[config.mk]
export PLATFORM = sky130hd
export DESIGN_NAME = mem_b_writer
export DESIGN_NICKNAME = d
export VERILOG_FILES = /design/src/rtl/mem_b_writer_pkg.sv /design/src/rtl/mem_b_addr_counter.sv /design/src/rtl/mem_b_writer.sv
export SDC_FILE = /design/constraint.sdc
export NUM_CORES = 1
export LEC_CHECK = 0
export CORE_ASPECT_RATIO = 0.6
export CORE_MARGIN = 2
export CORE_UTILIZATION = 52
export CTS_BUF_LIST = sky130_fd_sc_hd__clkbuf_4 sky130_fd_sc_hd__clkbuf_8
export DETAILED_ROUTE_END_ITERATION = 6
export PLACE_DENSITY = 0.88
export SYNTH_ARGS = -nofsm -noshare
export SYNTH_HDL_FRONTEND = slang
export SYNTH_SLANG_ARGS = --single-unit
[constraint.sdc]
create_clock -name clk -period 2.9 [get_ports clk]
set_input_delay 0.725 -clock clk [delete_from_list [all_inputs] [get_ports clk]]
set_output_delay 0.725 -clock clk [all_outputs]
set_load 0.01 [all_outputs]
[src/rtl/mem_b_writer_pkg.sv]
// ---------------------------------------------------------------------------
// mem_b_writer_pkg
// Shared definitions for the memory-to-memory transfer path: default data and
// address widths (common to the memory-A reader, the subtracter and the
// memory-B writer) and the writer FSM state encoding.
// Ports: none (package).
// ---------------------------------------------------------------------------
package mem_b_writer_pkg;

   localparam int DATA_W_DEFAULT = 8;
   localparam int ADDR_W_DEFAULT = 4;

   // Writer FSM states. The encoding is fixed so that state values seen on a
   // debug bus or in a waveform mean the same thing in every block of the path.
   typedef enum logic [1:0] {
      IDLE  = 2'b00,
      WRITE = 2'b01,
      DONE  = 2'b10
   } wrState_e;

   // A transfer counts as in progress from the first write cycle up to and
   // including the single completion cycle.
   function automatic logic isBusyState(input wrState_e s);
      return (s == WRITE) || (s == DONE);
   endfunction

endpackage

[src/rtl/mem_b_addr_counter.sv]
// ---------------------------------------------------------------------------
// mem_b_addr_counter
// Loadable wrapping address pointer plus word counter with a terminal-count
// flag. Usable by any controller that walks a block of consecutive memory
// locations (memory-B writer, memory-A reader).
//
// Ports:
//   clk         rising-edge clock
//   rst_n       asynchronous active-low reset
//   load_i      start a new block: pointer <= baseAddr_i, count <= 0,
//               length <= length_i
//   clear_i     zero the count and stored length without moving the pointer
//   advance_i   one word handled: pointer and count step by one
//   baseAddr_i  first address of the block
//   length_i    number of words in the block (0 .. 2**ADDR_W)
//   ptr_o       current address pointer (wraps modulo 2**ADDR_W)
//   count_o     words handled since the last load/clear
//   lastWord_o  the word at the current pointer is the final one of the block
// ---------------------------------------------------------------------------
module mem_b_addr_counter
   import mem_b_writer_pkg::*;
#(
   parameter int ADDR_W = ADDR_W_DEFAULT
) (
   input  logic              clk,
   input  logic              rst_n,
   input  logic              load_i,
   input  logic              clear_i,
   input  logic              advance_i,
   input  logic [ADDR_W-1:0] baseAddr_i,
   input  logic [ADDR_W:0]   length_i,
   output logic [ADDR_W-1:0] ptr_o,
   output logic [ADDR_W:0]   count_o,
   output logic              lastWord_o
);

   localparam logic [ADDR_W-1:0] PTR_ONE = {{(ADDR_W-1){1'b0}}, 1'b1};
   localparam logic [ADDR_W:0]   CNT_ONE = {{ADDR_W{1'b0}}, 1'b1};

   logic [ADDR_W-1:0] ptr_q,   ptr_d;
   logic [ADDR_W:0]   count_q, count_d;
   logic [ADDR_W:0]   len_q,   len_d;

   // Next-state selection. Load has priority so a new block always starts
   // cleanly; the pointer is ADDR_W bits wide so it wraps naturally past the
   // top of memory. The count is one bit wider so a full-memory block of
   // 2**ADDR_W words can be represented.
   always_comb begin
      ptr_d   = ptr_q;
      count_d = count_q;
      len_d   = len_q;
      if (load_i) begin
         ptr_d   = baseAddr_i;
         count_d = '0;
         len_d   = length_i;
      end else if (clear_i) begin
         count_d = '0;
         len_d   = '0;
      end else if (advance_i) begin
         ptr_d   = ptr_q + PTR_ONE;
         count_d = count_q + CNT_ONE;
      end
   end

   // State registers with asynchronous clear.
   always_ff @(posedge clk or negedge rst_n) begin
      if (!rst_n) begin
         ptr_q   <= '0;
         count_q <= '0;
         len_q   <= '0;
      end else begin
         ptr_q   <= ptr_d;
         count_q <= count_d;
         len_q   <= len_d;
      end
   end

   // The word being handled now is the last one when one more step makes the
   // count reach the stored length. This is a look-ahead flag so the owning
   // FSM can leave its working state on the same edge that takes that word.
   assign lastWord_o = ((count_q + CNT_ONE) == len_q);

   assign ptr_o   = ptr_q;
   assign count_o = count_q;

endmodule

[src/rtl/mem_b_writer.sv]
// ---------------------------------------------------------------------------
// mem_b_writer
// Write-side controller of the memory-to-memory transfer path. Takes the
// stream of subtracter results over a valid/ready handshake and writes them
// to consecutive (wrapping) addresses of memory B, starting at a programmable
// base, for a programmable word count. Reports busy, a done pulse, the number
// of words taken and a sticky misuse flag.
//
// Ports:
//   clk        rising-edge clock
//   rst_n      asynchronous active-low reset
//   start      one-cycle transfer request; base_addr and length sampled with it
//   base_addr  first write address
//   length     words to write (0 .. 2**ADDR_W)
//   din_valid  upstream result valid
//   din        upstream result (SUBOut)
//   din_ready  result can be taken this cycle
//   mem_we     memory-B write enable (registered)
//   mem_addr   memory-B write address (registered)
//   mem_din    memory-B write data (registered)
//   busy       transfer in progress (write and completion cycles)
//   done       one-cycle completion pulse
//   wr_count   words taken in the current or last transfer
//   err        sticky misuse flag (start while busy)
// ---------------------------------------------------------------------------
module mem_b_writer
   import mem_b_writer_pkg::*;
#(
   parameter int DATA_W = DATA_W_DEFAULT,
   parameter int ADDR_W = ADDR_W_DEFAULT
) (
   input  logic              clk,
   input  logic              rst_n,
   input  logic              start,
   input  logic [ADDR_W-1:0] base_addr,
   input  logic [ADDR_W:0]   length,
   input  logic              din_valid,
   input  logic [DATA_W-1:0] din,
   output logic              din_ready,
   output logic              mem_we,
   output logic [ADDR_W-1:0] mem_addr,
   output logic [DATA_W-1:0] mem_din,
   output logic              busy,
   output logic              done,
   output logic [ADDR_W:0]   wr_count,
   output logic              err
);

   wrState_e          state_q, state_d;
   logic              err_q, err_d;
   logic              memWe_q, memWe_d;
   logic [ADDR_W-1:0] memAddr_q, memAddr_d;
   logic [DATA_W-1:0] memDin_q, memDin_d;

   logic              accept;
   logic              lengthZero;
   logic              loadPtr;
   logic              clearCount;
   logic [ADDR_W-1:0] ptr;
   logic [ADDR_W:0]   count;
   logic              lastWord;

   assign lengthZero = (length == '0);
   assign accept     = din_valid & din_ready;

   // Pointer and word counter. They are loaded by an accepted start and step
   // once per handshake, so the pointer always holds the address for the word
   // that is being offered right now.
   mem_b_addr_counter #(
      .ADDR_W (ADDR_W)
   ) u_addrCounter (
      .clk        (clk),
      .rst_n      (rst_n),
      .load_i     (loadPtr),
      .clear_i    (clearCount),
      .advance_i  (accept),
      .baseAddr_i (base_addr),
      .length_i   (length),
      .ptr_o      (ptr),
      .count_o    (count),
      .lastWord_o (lastWord)
   );

   // Next-state and control decode. A start is only honoured from IDLE; an
   // empty transfer skips straight to the completion cycle so the requester
   // still sees a done pulse. Any start seen while a transfer is running or
   // completing is dropped and flagged, never queued.
   always_comb begin
      state_d    = state_q;
      err_d      = err_q;
      loadPtr    = 1'b0;
      clearCount = 1'b0;
      unique case (state_q)
         IDLE: begin
            if (start) begin
               err_d = 1'b0;
               if (lengthZero) begin
                  clearCount = 1'b1;
                  state_d    = DONE;
               end else begin
                  loadPtr = 1'b1;
                  state_d = WRITE;
               end
            end
         end
         WRITE: begin
            if (start) begin
               err_d = 1'b1;
            end
            if (accept && lastWord) begin
               state_d = DONE;
            end
         end
         DONE: begin
            if (start) begin
               err_d = 1'b1;
            end
            state_d = IDLE;
         end
         default: begin
            state_d = IDLE;
         end
      endcase
   end

   // Memory-B port staging. Every accepted word is presented to the memory in
   // the following cycle; in cycles without a handshake the enable drops while
   // address and data keep their last values to avoid needless toggling.
   always_comb begin
      memWe_d   = accept;
      memAddr_d = memAddr_q;
      memDin_d  = memDin_q;
      if (accept) begin
         memAddr_d = ptr;
         memDin_d  = din;
      end
   end

   // All control and memory-port registers clear asynchronously so that a
   // reset in the middle of a transfer stops writes at once.
   always_ff @(posedge clk or negedge rst_n) begin
      if (!rst_n) begin
         state_q   <= IDLE;
         err_q     <= 1'b0;
         memWe_q   <= 1'b0;
         memAddr_q <= '0;
         memDin_q  <= '0;
      end else begin
         state_q   <= state_d;
         err_q     <= err_d;
         memWe_q   <= memWe_d;
         memAddr_q <= memAddr_d;
         memDin_q  <= memDin_d;
      end
   end

   // Status outputs are decoded straight from the state register, so they
   // follow reset immediately and never depend on the current inputs.
   assign din_ready = (state_q == WRITE);
   assign busy      = isBusyState(state_q);
   assign done      = (state_q == DONE);
   assign err       = err_q;
   assign wr_count  = count;
   assign mem_we    = memWe_q;
   assign mem_addr  = memAddr_q;
   assign mem_din   = memDin_q;

endmodule
==> results_dict.tcl, run 1 <==
set metrics [dict create \
    status "finished, final reports clean" \
    setup_viol 0 \
    synth_top_area_cell "dfrtp_1" \
    whs_ps 481.8 \
    power.leakage_uw 0.0009300 \
    drcViolationCount 0 \
    grt_pass1_vias 1171 \
    required_ps 2170 \
    syn_to_final_growth_pct 40.66 \
    power_density_mw_per_mm2 989.9 \
    synth_commonest_cells "nand2_1, dfrtp_1, a21oi_1" \
    placedCellCount 220 \
    ir_drop_uv 771.6 \
    via_per_inst 5.228 \
    first_pass_iters 4 \
    wire_per_inst_um 14.75 \
    clock-sinks 30 \
    cp-start-kind "register" \
    period_share 0.8104 \
    row_count 14 \
    maxCapViolCount 0 \
    io_buffers 42 \
    cts_setup_buffers 0 \
    holdPathEnd "mem_addr[0]" \
    cts_tree "done" \
    finalWeightedCongestion 0.7977 \
    netlist_top_cells_area "dfrtp_1, nand2_1, ha_1" \
    synth.most_common_cell "nand2_1" \
    vias 1192 \
    r2r_slack_ps 1090 \
    hold_viol_final 0 \
    slowest_stage "clkdlybuf4s50_1" \
    postCtsHoldBufs 0 \
    clk_latency_ps 280 \
    antenna_cells 0 \
    finalClockSkew_ps 5.375 \
    rr_endpoint "u_addrCounter.ptr_o[0]" \
    ctsResizeCount 0 \
    fin_util 0.7788 \
    r2r_cells 6 \
    antenna_found_initial 0 \
    crit_path_max_fanout 5 \
    grt_overflow 0 \
    tns_ps 0 \
    ys_dominant_reg_cell "dfrtp_1" \
    layout.cells.non_filler 228 \
    worstPathCellList "inv_1 > ha_1 > clkdlybuf4s50_1" \
    tightestPinTransition_ps 405.8 \
    crit-reg2reg-launch "state_q[1]" \
    place_ws_ps 414.9 \
    htreeDepth 2 \
    clkTransAtPathRegs_ps 60 \
    dp_hpwl_um 2494 \
    syn_area_per_cell_sq_um 9.502 \
    ys_seq_elements 30 \
    synthDistinctLibCells 31 \
    layout_min_cycle_time_ps 2350 \
    die_width_um 71.14 \
    die_h_um 44.29 \
    final_max_slew_viol_count 0 \
    core_sq_mm 0.002540 \
    clk_path_buf_depth 2 \
    relSlewSlack 0.7295 \
    synth_top_area_frac 0.5338 \
    path_class "register to output port" \
    seq_area_frac_synth 0.5338 \
    synth_warnings 0 \
    start_util 0.5537 \
    postSynthCellCount 148 \
    hp-start "mem_addr[0]" \
    antenna_left 0 \
    grt_pass1_wl_um 5609 \
    hp-class "register to register" \
    wirelength_um 3362 \
    cts-root-buf "clkbuf_8" \
    rsz0062_at_grt "no" \
    fmax_ghz 0.4255 \
    synth_area_sq_mm 0.001406 \
    cp-end-kind "output port" \
    syn-num-nets 174 \
    grt_max_degree 31 \
    synth-edff-count 0 \
    slowest_delay_ps 580 \
    async_flop_share 1.000 \
    nNetsFinal 221 \
    num_io_pins 43 \
    grt_use_total 0.2409 \
    worstPathArrival_ps 1630 \
    drive_gt1_frac 0.07143 \
    drt_iter0_drc 99 \
    numCtsBuffers 5 \
    dieArea_sq_mm 0.003150 \
    layout_setup_ws_ps 549.9 \
    hold_depth 2 \
]
## state kept, by name, summed over array words and instances, names as in the netlist
name	flops
u_addrCounter.ptr_o	4
u_addrCounter.len_q	5
mem_din	8
state_q	2
mem_we	1
mem_addr	4
err	1
u_addrCounter.count_o	5
## worst max-delay path, delay by kind of cell (launching register included)
family / cells / cell delay (ps)
buffers and inverters: 2 / 700
DFF: 1 / 400
adders and majority gates: 1 / 260
## per-stage QoR
stage | instance area, sq um | total power [uW]
finish | 1978 | 1958
global route | 1978 | 2086
CTS | 1978 | 1970
detailed placement | 1869 | 1559
global placement | 1869 | 1504
floorplan | 1406 | 1156
## kinds of logic (layout without fill, tap and decap cells)
kind of cell	after synthesis	after routing	share of synthesized area
mux	1	1	0.007118
xor+xnor	10	10	0.07206
buf+inv	9	57	0.02490
compound gates	21	21	0.1023
fa+ha+maj	5	5	0.04448
flops	30	30	0.5338
simple gates	72	72	0.2153
## report_power, final
part,total (uW),internal [uW],switching (uW)
registers,718,592,127
clock network,406,252,153
logic,834,427,407
## routing by layer
metal,GRT usage,vias to the layer above,wire (um)
met5,0,-,0
met1,0.3124,566,1531
met2,0.3944,38,1624
met4,0.08679,0,55
met3,0.07062,8,151
li1,-,580,-
## area by class of cell
type	instances	area, sq um
sequential	30	750.7
inverter	4	15.01
fill	158	561.8
multi-input combinational	109	620.6
clock buffer	5	68.82
tap	32	40.04
timing repair buffer	45	442.9
clock inverter	3	40.04
## how the worst max path moves through the flow
stage                     from                endpoint  slack, ps  cells past startpoint
floorplan            length[1]  u_addrCounter.ptr_o[0]        970                      4
global placement     length[1]  u_addrCounter.ptr_o[0]        490                      5
detailed placement   length[1]  u_addrCounter.ptr_o[0]        410                      5
CTS                 state_q[1]               din_ready        550                      3
global route        state_q[1]               din_ready        460                      3
finish              state_q[1]               din_ready        550                      3
## placed cells by master, fill, tap and decap left out, types with 2 or more instances in the layout
master / instances
xor2_1: 4
clkbuf_8: 5
buf_4: 3
or3_1: 2
o21ai_0: 4
clkinv_2: 2
dfrtp_1: 30
xnor2_1: 5
inv_1: 4
nand3_1: 3
nand4_1: 2
nand2_1: 57
clkdlybuf4s50_1: 42
ha_1: 5
nor2_1: 3
a21oi_1: 8
(Power assumes the default switching activity.)
==> run 2: changes to the inputs <==
CORE_UTILIZATION = 43   (was 52)
PLACE_DENSITY = 0.77   (was 0.88)
clock period = 2.08 ns   (was 2.9 ns; I/O delays follow)
==> results_dict.tcl, run 2 (same netlist as run 1, synthesis figures left out) <==
set metrics [dict create \
    vias 1249 \
    dieArea_sq_mm 0.003759 \
    clkTransAtPathRegs_ps 70 \
    dp_hpwl_um 2359 \
    maxCapViolCount 0 \
    drcViolationCount 0 \
    grt_max_degree 31 \
    worstPathArrival_ps 1510 \
    clk_latency_ps 290 \
    relSlewSlack 0.7092 \
    hp-class "register to register" \
    clk_path_buf_depth 2 \
    rr_endpoint "state_q[0]" \
    finalWeightedCongestion 0.8494 \
    crit_path_max_fanout 5 \
    first_pass_iters 4 \
    placedCellCount 236 \
    die_width_um 77.83 \
    crit-reg2reg-launch "u_addrCounter.count_o[0]" \
    setup_viol 0 \
    antenna_cells 0 \
    wirelength_um 3565 \
    cts-root-buf "clkbuf_8" \
    drt_iter0_drc 108 \
    drive_gt1_frac 0.09950 \
    hold_depth 2 \
    grt_pass1_wl_um 5975 \
    power.leakage_uw 0.0009698 \
    die_h_um 48.30 \
    cts_tree "done" \
    antenna_found_initial 0 \
    tns_ps 0 \
    start_util 0.4418 \
    layout.cells.non_filler 246 \
    clock-sinks 30 \
    whs_ps 479.3 \
    final_common_cell "nand2_1" \
    worstPathCellList "inv_1 > ha_4 > clkdlybuf4s50_1" \
    nNetsFinal 226 \
    fmax_ghz 0.4923 \
    antenna_left 0 \
    required_ps 1560 \
    finalClockSkew_ps 7.417 \
    postCtsHoldBufs 0 \
    period_share 0.9766 \
    largest_reg_flops 8 \
    slowest_stage "clkdlybuf4s50_1" \
    wire_per_inst_um 14.49 \
    hp-start "mem_addr[3]" \
    slowest_delay_ps 540 \
    core_sq_mm 0.003183 \
    fin_util 0.6525 \
    layout_min_cycle_time_ps 2031 \
    r2r_cells 5 \
    final_cell_mix "nand2_1, clkdlybuf4s50_1, dfrtp_1" \
    grt_overflow 0 \
    tightestPinTransition_ps 430.8 \
    cp-end-kind "output port" \
    htreeDepth 2 \
    status "finished, final reports clean" \
    final_max_slew_viol_count 0 \
    syn_to_final_growth_pct 47.69 \
    cp-start-kind "register" \
    holdPathEnd "mem_addr[3]" \
    hold_viol_final 0 \
    grt_pass1_vias 1209 \
    path_class "register to output port" \
    row_count 16 \
    power_density_mw_per_mm2 1427 \
    num_io_pins 43 \
    grt_use_total 0.2087 \
    via_per_inst 5.077 \
    r2r_slack_ps 260 \
    io_buffers 42 \
    ir_drop_uv 745.6 \
    numCtsBuffers 5 \
]
==> run 2: how the worst max path moves through the flow <==
stage / start / endpoint / slack, ps / cells after the start
2_1_floorplan: length[1] / u_addrCounter.ptr_o[0] / 360 / 4
3_3_place_gp: length[1] / u_addrCounter.ptr_o[0] / -60 / 5
3_5_place_dp: length[1] / u_addrCounter.ptr_o[2] / -100 / 6
4_1_cts: state_q[1] / din_ready / 4 / 3
5_1_grt: state_q[1] / din_ready / -9 / 3
6_report: state_q[1] / din_ready / 50 / 3
==> run 2: what timing repair did <==
action                                  4_1_cts  5_1_grt
setup buffers                                 2        0
endpoints found under the setup margin        2        1
gates resized for setup                       2        1
==> run 2: worst max-delay path: cells and delay by family (launching register included) <==
family | cells | cell delay [ps]
adder cells (fa/ha/maj) | 1 | 180
buffers and inverters | 2 | 670
flip-flops | 1 | 380
==> run 2: power breakdown <==
group          internal, uW  switching, uW  total, uW
combinational           637            586       1220
clock                   511            234        745
sequential              824            173        997
==> run 2: metrics by stage <==
stage | total power (uW) | instance area [sq um] | worst slack, ps
final | 2965 | 2077 | 48.77
after global placement | 2128 | 1908 | -59.40
after CTS | 2951 | 2067 | 4.464
after detailed placement | 2182 | 1908 | -100.4
after global routing | 3150 | 2077 | -8.741
after floorplan | 1612 | 1406 | 355.4
==> run 2: area by class of cell <==
cell class              instances  area (sq um)
fillers                       244          1106
clock buffers                   6         82.58
repair buffers                 50         479.2
clock inverters                 2         60.06
multi-input cells             109         633.1
well taps                      45         56.30
inverters                       4         15.01
flip-flops and latches         30         750.7
==> run 2: metal layers <==
metal / global-route usage / share of wire / wire (um)
met5: 0 / 0 / 0
met4: 0.07738 / 0.019 / 68
met3: 0.05597 / 0.051 / 183
met2: 0.3319 / 0.48 / 1725
met1: 0.2765 / 0.45 / 1588
==> run 3: changes to the inputs <==
CTS_BUF_LIST = sky130_fd_sc_hd__clkbuf_4   (was sky130_fd_sc_hd__clkbuf_4 sky130_fd_sc_hd__clkbuf_8)
==> results_dict.tcl, run 3 (same netlist as run 1, synthesis figures left out) <==
set metrics [dict create \
    cts-root-buf "clkbuf_4" \
    clkTransAtPathRegs_ps 100 \
    antenna_left 0 \
    finalWeightedCongestion 0.8494 \
    wirelength_um 3400 \
    antenna_found_initial 0 \
    die_h_um 48.30 \
    worstPathArrival_ps 1490 \
    required_ps 1560 \
    row_count 16 \
    core_sq_mm 0.003183 \
    crit_path_end "busy" \
    dp_hpwl_um 2359 \
    whs_ps 487.4 \
    io_buffers 42 \
    tightestPinTransition_ps 430.3 \
    drt_iter0_drc 93 \
    relSlewSlack 0.7095 \
    power.leakage_uw 0.0009689 \
    layout_min_cycle_time_ps 2013 \
    via_per_inst 5.037 \
    grt_overflow 0 \
    finalClockSkew_ps 14.72 \
    drive_gt1_frac 0.09950 \
    regArea_sq_um 750.7 \
    setup_viol 0 \
    slowest_stage "dfrtp_1" \
    syn_to_final_growth_pct 44.84 \
    clk_latency_ps 350 \
    postCtsHoldBufs 0 \
    cp-end-kind "output port" \
    maxCapViolCount 0 \
    numCtsBuffers 5 \
    ir_drop_uv 751.0 \
    cp-start-kind "register" \
    final_max_slew_viol_count 0 \
    grt_pass1_wl_um 5789 \
    startpoint "state_q[0]" \
    hp-class "register to register" \
    fillCellCount 247 \
    power_density_mw_per_mm2 1369 \
    r2r_slack_ps 250 \
    multiInputGateArea_sq_um 633.1 \
    status "finished, final reports clean" \
    final_common_cell "nand2_1" \
    crit-reg2reg-launch "u_addrCounter.count_o[0]" \
    clock-sinks 30 \
    r2r_cells 5 \
    dieArea_sq_mm 0.003759 \
    crit_path_max_fanout 3 \
    die_width_um 77.83 \
    slowest_delay_ps 460 \
    hold_depth 2 \
    fmax_ghz 0.4968 \
    htreeDepth 2 \
    grt_use_total 0.2064 \
    hold_viol_final 0 \
    vias 1239 \
    wire_per_inst_um 13.82 \
    start_util 0.4418 \
    rsz0062_at_grt "no" \
    antenna_cells 0 \
    drcViolationCount 0 \
    first_pass_iters 4 \
    num_io_pins 43 \
    rr_endpoint "state_q[0]" \
    period_share 0.9677 \
    grt_pass1_vias 1219 \
    power_uw 2788 \
    cts_tree "done" \
    path_class "register to output port" \
    clk_path_buf_depth 2 \
    nNetsFinal 226 \
    final_cell_mix "nand2_1, clkdlybuf4s50_1, dfrtp_1" \
    largest_reg_flops 8 \
    grt_max_degree 31 \
    worstPathCellList "inv_1 > ha_1 > dlygate4sd2_1" \
]
-- run 3: changes by cell type in the layout (fill, tap and decap cells not counted), sizes merged --
cell,before,now
dlygate4sd2,1,2
dlymetal6s2s,0,1
clkinv,0,1
clkdlybuf4s50,41,39
clkbuf,6,5
-- run 3: layout make-up --
| cell class | instances | area share |
|---|---|---|
| inverter | 4 | 0.007371 |
| timing repair buffer | 50 | 0.2359 |
| multi-input combinational | 109 | 0.3108 |
| sequential | 30 | 0.3686 |
| tap | 45 | 0.02764 |
| clock buffer | 5 | 0.01843 |
| clock inverter | 3 | 0.03133 |
-- run 3: worst min path at each step --
stage,from,endpoint,slack (ps)
global placement,mem_din[0],mem_din[0],460
floorplan,rst_n,err,220
finish,mem_din[1],mem_din[1],490
CTS,mem_din[1],mem_din[1],490
global route,mem_din[1],mem_din[1],520
detailed placement,mem_addr[3],mem_addr[3],460
-- run 3: power breakdown --
part           leakage (uW)  switching (uW)  internal [uW]  total [uW]
clock             0.0000528             225            370         596
combinational      0.000539             568            628        1200
sequential         0.000377             174            822         996
total              0.000969             968           1820        2790
-- run 3: routing by layer --
metal	GRT usage	vias up	part of all wire
met5	0	-	0
met1	0.2571	601	0.45
met4	0.1310	0	0.018
met2	0.3247	33	0.49
li1	-	598	-
met3	0.05037	7	0.046
-- run 3: through the flow --
| step | std cells | utilization | setup TNS, ps | setup WS [ps] | cell area (sq um) |
|---|---|---|---|---|---|
| floorplan | 148 | - | 0 | 355.4 | 1406 |
| global placement | 236 | 0.5995 | -174.0 | -59.40 | 1908 |
| detailed placement | 236 | 0.5995 | -407.0 | -100.4 | 1908 |
| CTS | 245 | 0.6368 | -3.246 | -3.246 | 2027 |
| global route | 246 | 0.6399 | 0 | 20.79 | 2037 |
| finish | 246 | 0.6399 | 0 | 67.19 | 2037 |
-- run 3: timing repair --
action / in CTS / in global routing
resized for setup: 5 / 1
setup endpoints to repair: 2 / 1
setup buffers: 1 / 1
-- run 3: worst max-delay path, delay by kind of cell (launching register included) --
| kind | cells | cell delay [ps] |
|---|---|---|
| DFF | 1 | 460 |
| buffers and inverters | 2 | 390 |
| adders and majority gates | 1 | 310 |
